$ cat src/rtl/ram_alpha_reader.sv
// rtl/ram_alpha_reader.sv - alpha RAM read sequencer with wrap-around addressing and a 2-entry stream buffer
// Optional running sum of transferred alphas is enabled by defining ALPHA_READ_SUM_EN.
module ram_alpha_reader #(
   parameter int NUM_QUBIT = 3,
   parameter int ALPHA_W   = 8
) (
   input  logic                 clk,
   input  logic                 rst,
   input  logic                 start,
   input  logic [NUM_QUBIT-1:0] start_addr,
   input  logic [NUM_QUBIT:0]   count,
   output logic [NUM_QUBIT-1:0] read_address,
   input  logic [ALPHA_W-1:0]   read_alpha,
   output logic [ALPHA_W-1:0]   alpha_out,
   output logic                 alpha_valid,
   input  logic                 alpha_ready,
   output logic                 alpha_last,
   output logic                 busy,
   output logic                 done
`ifdef ALPHA_READ_SUM_EN
   ,
   output logic [ALPHA_W+NUM_QUBIT-1:0] alpha_sum
`endif
);

   localparam logic [NUM_QUBIT:0]   LEN_ONE  = {{NUM_QUBIT{1'b0}}, 1'b1};
   localparam logic [NUM_QUBIT:0]   LEN_FULL = {1'b1, {NUM_QUBIT{1'b0}}};
   localparam logic [NUM_QUBIT-1:0] ADDR_ONE = {{(NUM_QUBIT-1){1'b0}}, 1'b1};

   typedef enum logic [1:0] {S_IDLE, S_ISSUE, S_DRAIN, S_DONE} state_t;

   state_t               state, state_nxt;
   logic [NUM_QUBIT-1:0] addr, last_addr;
   logic [NUM_QUBIT:0]   remaining, len, xfer_idx;
   logic                 in_flight;
   logic [ALPHA_W-1:0]   buf_mem [2];
   logic                 rd_ptr, wr_ptr;
   logic [1:0]           occ;
   logic [2:0]           credit_load;
   logic                 start_ok, issue, push, pop, last_xfer;

   assign start_ok     = (state == S_IDLE) && start;
   assign push         = in_flight;
   assign alpha_valid  = (occ != 2'd0);
   assign pop          = alpha_valid && alpha_ready;
   // A head leaving this cycle frees its slot, which keeps the stream at one element per cycle.
   assign credit_load  = {1'b0, occ} + {2'b0, in_flight} - {2'b0, pop};
   assign issue        = (state == S_ISSUE) && (credit_load < 3'd2);
   assign read_address = issue ? addr : last_addr;
   assign alpha_out    = buf_mem[rd_ptr];
   assign alpha_last   = alpha_valid && (xfer_idx == len - LEN_ONE);
   assign last_xfer    = pop && alpha_last;
   assign busy         = (state == S_ISSUE) || (state == S_DRAIN);
   assign done         = (state == S_DONE);

   always_ff @(posedge clk or posedge rst) begin
      if (rst) state <= S_IDLE;
      else     state <= state_nxt;
   end

   always_comb begin
      state_nxt = state;
      case (state)
         S_IDLE:  if (start) state_nxt = S_ISSUE;
         S_ISSUE: if (issue && remaining == LEN_ONE) state_nxt = S_DRAIN;
         S_DRAIN: if (last_xfer) state_nxt = S_DONE;
         S_DONE:  state_nxt = S_IDLE;
         default: state_nxt = S_IDLE;
      endcase
   end

   always_ff @(posedge clk or posedge rst) begin
      if (rst) begin
         addr       <= '0;
         last_addr  <= '0;
         remaining  <= '0;
         len        <= '0;
         xfer_idx   <= '0;
         in_flight  <= 1'b0;
         buf_mem[0] <= '0;
         buf_mem[1] <= '0;
         rd_ptr     <= 1'b0;
         wr_ptr     <= 1'b0;
         occ        <= 2'd0;
      end else begin
         if (start_ok) begin
            addr      <= start_addr;
            remaining <= (count == '0) ? LEN_FULL : count;
            len       <= (count == '0) ? LEN_FULL : count;
         end
         if (issue) begin
            addr      <= addr + ADDR_ONE;
            last_addr <= addr;
            remaining <= remaining - LEN_ONE;
         end
         // RAM data lands one cycle after the address, so the flag marks the capture cycle.
         in_flight <= issue;
         if (push) begin
            buf_mem[wr_ptr] <= read_alpha;
            wr_ptr          <= ~wr_ptr;
         end
         if (start_ok)
            xfer_idx <= '0;
         else if (pop)
            xfer_idx <= xfer_idx + LEN_ONE;
         if (pop)
            rd_ptr <= ~rd_ptr;
         case ({push, pop})
            2'b10:   occ <= occ + 2'd1;
            2'b01:   occ <= occ - 2'd1;
            default: occ <= occ;
         endcase
      end
   end

`ifdef ALPHA_READ_SUM_EN
   always_ff @(posedge clk or posedge rst) begin
      if (rst)
         alpha_sum <= '0;
      else if (start_ok)
         alpha_sum <= '0;
      else if (pop)
         alpha_sum <= alpha_sum + {{NUM_QUBIT{1'b0}}, alpha_out};
   end
`endif

endmodule

$ cat config.mk
export PLATFORM = sky130hd
export DESIGN_NAME = ram_alpha_reader
export DESIGN_NICKNAME = d
export VERILOG_FILES = /design/src/rtl/ram_alpha_reader.sv
export SDC_FILE = /design/constraint.sdc
export NUM_CORES = 1
export LEC_CHECK = 0
export ABC_CLOCK_PERIOD_IN_PS = 2870
export BUFFER_PORTS_ARGS = -buffer_cell sky130_fd_sc_hd__buf_2
export CAP_MARGIN = 0
export CORE_ASPECT_RATIO = 2
export CORE_MARGIN = 1
export CORE_UTILIZATION = 40
export CTS_CLUSTER_DIAMETER = 150
export CTS_CLUSTER_SIZE = 40
export DETAILED_ROUTE_END_ITERATION = 12
export MAX_ROUTING_LAYER = met4
export PLACE_DENSITY = 0.63
export SYNTH_ARGS = -nofsm -noshare
export SYNTH_HDL_FRONTEND = slang
export SYNTH_SLANG_ARGS = --single-unit
$ cat constraint.sdc
create_clock -name clk -period 2.87 [get_ports clk]
set_input_delay 0 -clock clk [delete_from_list [all_inputs] [get_ports clk]]
set_output_delay 0 -clock clk [all_outputs]
set_load 0.02 [all_outputs]
Yosys cells after proc, flatten, opt, wreduce, memory -nomap -nowiden
Index checks and enable logic that the tools add are counted.
{"block": "word_totals", "ff_bits": 41, "in_bits": 19, "out_inout_bits": 15, "word_cells": 72}
{"block": "op_classes", "n_addsub": 8, "order_cmp": 4, "eq_ne": 10, "n_mux": 19, "bitwise_logic": 4, "n_reduce_logical": 15}
{"op": "$mux W8", "count": 4}
{"op": "$mux W4", "count": 5}
{"op": "$bwmux W16", "count": 1}
{"op": "$mux W3", "count": 3}
{"op": "$demux W8 S1", "count": 1}
{"op": "$pmux W2 S4", "count": 1}
{"op": "$reduce_bool A2 Y1", "count": 4}
{"op": "$sub A4 B1 Y4 const B", "count": 2}
{"op": "$logic_and A1 B1 Y1", "count": 7}
{"op": "$eq A2 B2 Y1 const B", "count": 3}
{"op": "$mux W2", "count": 3}
{"op": "$add A4 B1 Y4 const B", "count": 1}
{"op": "$eq A2 B1 Y1 const B", "count": 2}
{"op": "$eq A4 B1 Y1 const B", "count": 1}
{"op": "$eq A4 B4 Y1", "count": 1}
{"op": "$ge A2 B2 Y1 const B", "count": 2}
{"op": "$logic_not A4 Y1", "count": 1}
{"op": "$ne A2 B2 Y1 const B", "count": 2}
{"op": "$not A1 Y2", "count": 2}
{"op": "$pmux W2 S2", "count": 1}
{"op": "$add A2 B1 Y3", "count": 1}
{"op": "$add A3 B1 Y3 const B", "count": 1}
{"op": "$lt A3 B2 Y1 const B", "count": 1}
{"op": "$reduce_and A3 Y1", "count": 1}
{"op": "other kinds (8)", "count": 9}

Depth between registers and ports, before layout
{"block": "depth", "depth_word": 8, "depth_mapped": 10, "mapped_depth_nobuf": 9}

Least setup slack after synthesis
Ideal clock, no wire load.
{"block": "synth_path", "kind": "register -> register", "start": "register occ[1]", "end": "register state[1]", "arrival_time_ns": 2.121, "required_ns": 2.745, "setup_slack_ns": 0.624, "stages_incl_launch_ff": 10, "n_path_buf": 0, "path_cell_list": "dfrtp_1 inv_1 nor2_1 o21ai_0 fa_1 xnor2_1 and3_4 a31oi_4 a21oi_2 mux2_2"}
{"block": "synth_between", "elab_chain_cells": 8}
{"element": "start: declaration", "line_no": "38", "source": "logic [1:0] occ;"}
{"element": "start signal: assignment", "line_no": "109", "source": "2'b10: occ <= occ + 2'd1;"}
{"element": "start signal: assignment", "line_no": "110", "source": "2'b01: occ <= occ - 2'd1;"}
{"element": "parallel branches: the longest is 7 deep, another holds $add A2 B1 Y3"}
{"element": "$reduce_and A3 Y1 (no line) (*)"}
{"element": "end signal: assignment", "line_no": "58", "source": "else state <= state_nxt;"}
{"element": "end: declaration", "line_no": "32", "source": "state_t state, state_nxt;"}
Every way passes the cells marked *.
A chain may end at the register's enable or synchronous reset.

Worst setup path after layout
{"block": "layout_path", "start": "register occ[1]", "end": "output port read_address[0]"}
{"block": "layout_between", "elab_chain_cells": 6}
{"element": "parallel branches: the longest is 2 deep, another holds $add A2 B1 Y3"}
{"element": "$sub A3 B1 Y3 (*)", "line_no": "47", "source": "assign credit_load = {1'b0, occ} + {2'b0, in_flight} - {2'b0, pop};"}
{"element": "$lt A3 B2 Y1 (*)", "line_no": "48", "source": "assign issue = (state == S_ISSUE) && (credit_load < 3'd2);"}
{"element": "$logic_and A1 B1 Y1 (*)", "line_no": "48"}
{"element": "$mux W3 (*)"}
{"element": "end: declaration", "line_no": "12", "source": "output logic [NUM_QUBIT-1:0] read_address,"}
Marked as above.

==> run metrics <==
CORE AREA 0.00509 sq mm; critical path peak fanout 23; die area 0.00557 sq mm; CTS tree built; Final min period 2630 ps; largest net degree at the start of global routing 24; Buf/Inv on CP 2; number of global-route vias before repair 1540; final setup fails 0; Via density 5.12; clk root buf clkbuf_8; Ant. Diodes 0; clock latency on the worst-skew pair 280 ps; clk sink count 41; Min-Delay Path Class in -> reg; FP Rows 37; Least-Margin Pin Slew 738 ps; post-place setup slack 343 ps; Yosys reg bits 41; Gate power share 47.5%; Slew Viols, Final 0; data required time of the worst path 2870 ps; internal power 1820 uW; overall power 2930 uW; Reg power frac 36.6%; critical path class reg -> out; die span in x 53.3 microns; total of max-cap violations 0; gpl congestion 0.695; mapped cell area 0.00210 sq mm; post-detail-place hpwl 2790 microns; layout cells sized above 1 32.0%; highest clock rate 0.380 GHz; GRT Overall Usage 16.0%; Via Count 1465; DR pass1 iterations 4; routed len/inst 13.0 microns; Max clock buf depth 2; Detailed Route Iter0 Violations 20; P&R area growth vs syn 20.6%; drt drc 0; RSZ-0062 raised after global routing no; syn avg cell area 11.7 sq um; P per Cell Area 1150 mW/mm^2; post-route setup slack 238 ps; status complete, no violations; portion of total power attributed to the clock network 15.9%; sequential fraction of the synthesis area 48.8%; Hold Slack 8.50 ps; Slowest cell on crit path dfrtp_1; Layout Skew 4.57 ps; Routed WL 3720 microns; critical path's largest stage delay 490 ps; first-pass GRT wire length 6520 microns; post-CTS setup buffer count 0; cts bufs inserted 5; VDD IR max 0.000817 V; Crit. End Element output port; delay-heaviest family, CP simple AND/OR/NAND/NOR gates; yosys warns 0; Leak 0.00116 uW; Starting Density 41.3%; port bufs 33; Cells after Synth 180; Syn Nets 210; final period utilization 91.7%; Critical Path Start Type flip-flop; CP arrival 2630 ps; Sw Share 37.8%; Cell Chain, Critical Path inv_1, nor2_1, o21ai_0, fa_1, xnor2_1, and3_4, mux2_2, buf_2; I/O Pins 34; final count of hold timing violations 0; grt ovf 0; Cell variety after synth 33; Post-DRT Antenna Nets 0; register clock-pin slew on the reported worst setup and hold paths 70 ps; Switch Pwr 1110 uW; CTS Hold Bufs 11; setup tns final 0 ps; placed cells 267; Die Y 105 microns; antenna violations before repair 0; post-cts sizing count 0; Rel. slew slack 50.7%; fin nets 257; H-Tree Depth 2; Non-Filler Instances 286
power by group through the flow:
| stage | Combinational, uW | Sequential, uW | Clock [uW] |
|---|---|---|---|
| detailed placement | 1410 | 1090 | 0 |
| floorplan | 1200 | 1000 | 0 |
| global route | 1550 | 1120 | 512 |
| global placement | 1380 | 1080 | 0 |
| finish | 1390 | 1070 | 465 |
| CTS | 1420 | 1080 | 484 |
registers in the layout, indices dropped and copies added (netlist names), 2 cells and up:
name / cells
last_addr: 3
addr: 3
state: 2
len: 4
remaining: 4
buf_mem: 16
xfer_idx: 4
occ: 2
metrics by stage:
stage               utilization, %  cell area [sq um]
floorplan                        -               2100
global placement              45.4               2310
detailed placement            45.4               2310
CTS                           49.8               2540
global route                  49.8               2540
finish                        49.8               2540
synthesized netlist by cell type (all sizes together):
cell type / n / area (sq um)
dfrtp: 41 / 1030
a21oi: 8 / 43.8
or2b: 2 / 15.0
buf: 3 / 35.0
o21bai: 1 / 7.51
xor2: 5 / 43.8
o32a: 1 / 10.0
nor3: 7 / 35.0
and3: 2 / 17.5
nor2: 11 / 41.3
o21ai: 6 / 30.0
a211oi: 4 / 30.0
clkbuf: 3 / 11.3
a311oi: 3 / 26.3
and2: 1 / 6.26
inv: 9 / 33.8
nor2b: 4 / 25.0
xnor2: 6 / 52.6
nor4: 1 / 6.26
ha: 10 / 125
nand2: 13 / 48.8
nand4: 1 / 6.26
a21o: 1 / 7.51
nand3: 2 / 10.0
nand2b: 3 / 18.8
a31oi: 1 / 21.3
mux2i: 1 / 10.0
fa: 1 / 20.0
mux2: 28 / 315
xor3: 1 / 23.8
final timing paths:
check / from / slack, ps / cells after the start / end
max: occ[1] / 240 / 8 / read_address[0]
min reg2reg: addr[2] / 490 / 1 / addr[2]
max reg2reg: occ[1] / 340 / 9 / state[1]
min in group asynchronous: rst / 300 / 4 / buf_mem[10]
min: count[3] / 9 / 3 / len[3]
max in group asynchronous: rst / 2340 / 4 / buf_mem[3]
logic make-up (layout without fill, tap and decap cells):
group	after synthesis	in the layout	share of synthesized area, %
flops	41	41	48.8
simple gates	47	47	10.9
buf+inv	15	63	3.81
xor+xnor	12	12	5.71
fa+ha+maj	11	11	6.90
compound gates	25	25	8.39
mux	29	29	15.5
area by class of cell:
type	count	area, sq um
Clock buffer	7	86.3
Clock inverter	1	30.0
Fill cell	485	2560
Inverter	9	33.8
Multi-Input combinational cell	124	997
Sequential cell	41	1030
Tap cell	58	72.6
Timing Repair Buffer	46	290
worst register-to-register path: stages, from the launching register on:
cell     delay (ps)
dfrtp_1         490
inv_1            70
nor2_1          210
o21ai_0         140
fa_1            390
xnor2_1         140
and3_4          360
a31oi_4         130
a21oi_2         140
mux2_2          340
cell usage in the layout, fill, tap and decap left out, types with 5 or more instances in the layout:
cell           instances
o21ai_0                6
inv_1                  9
xnor2_1                6
mux2_2                28
buf_2                 33
dfrtp_1               41
clkbuf_8               6
nand2_1               13
nor2_1                11
dlygate4sd3_1         11
nor3_1                 7
ha_1                  10
xor2_1                 5
a21oi_1                7
per-layer routing:
metal	global-route usage, %	vias to the layer above	share of wire [%]
li1	-	712	-
met1	16.7	712	40
met2	28.5	37	55
met3	3.64	4	4.2
met4	3.95	0	1.1
met5	-	-	0
Note: power is estimated with default switching activity, not from simulation.
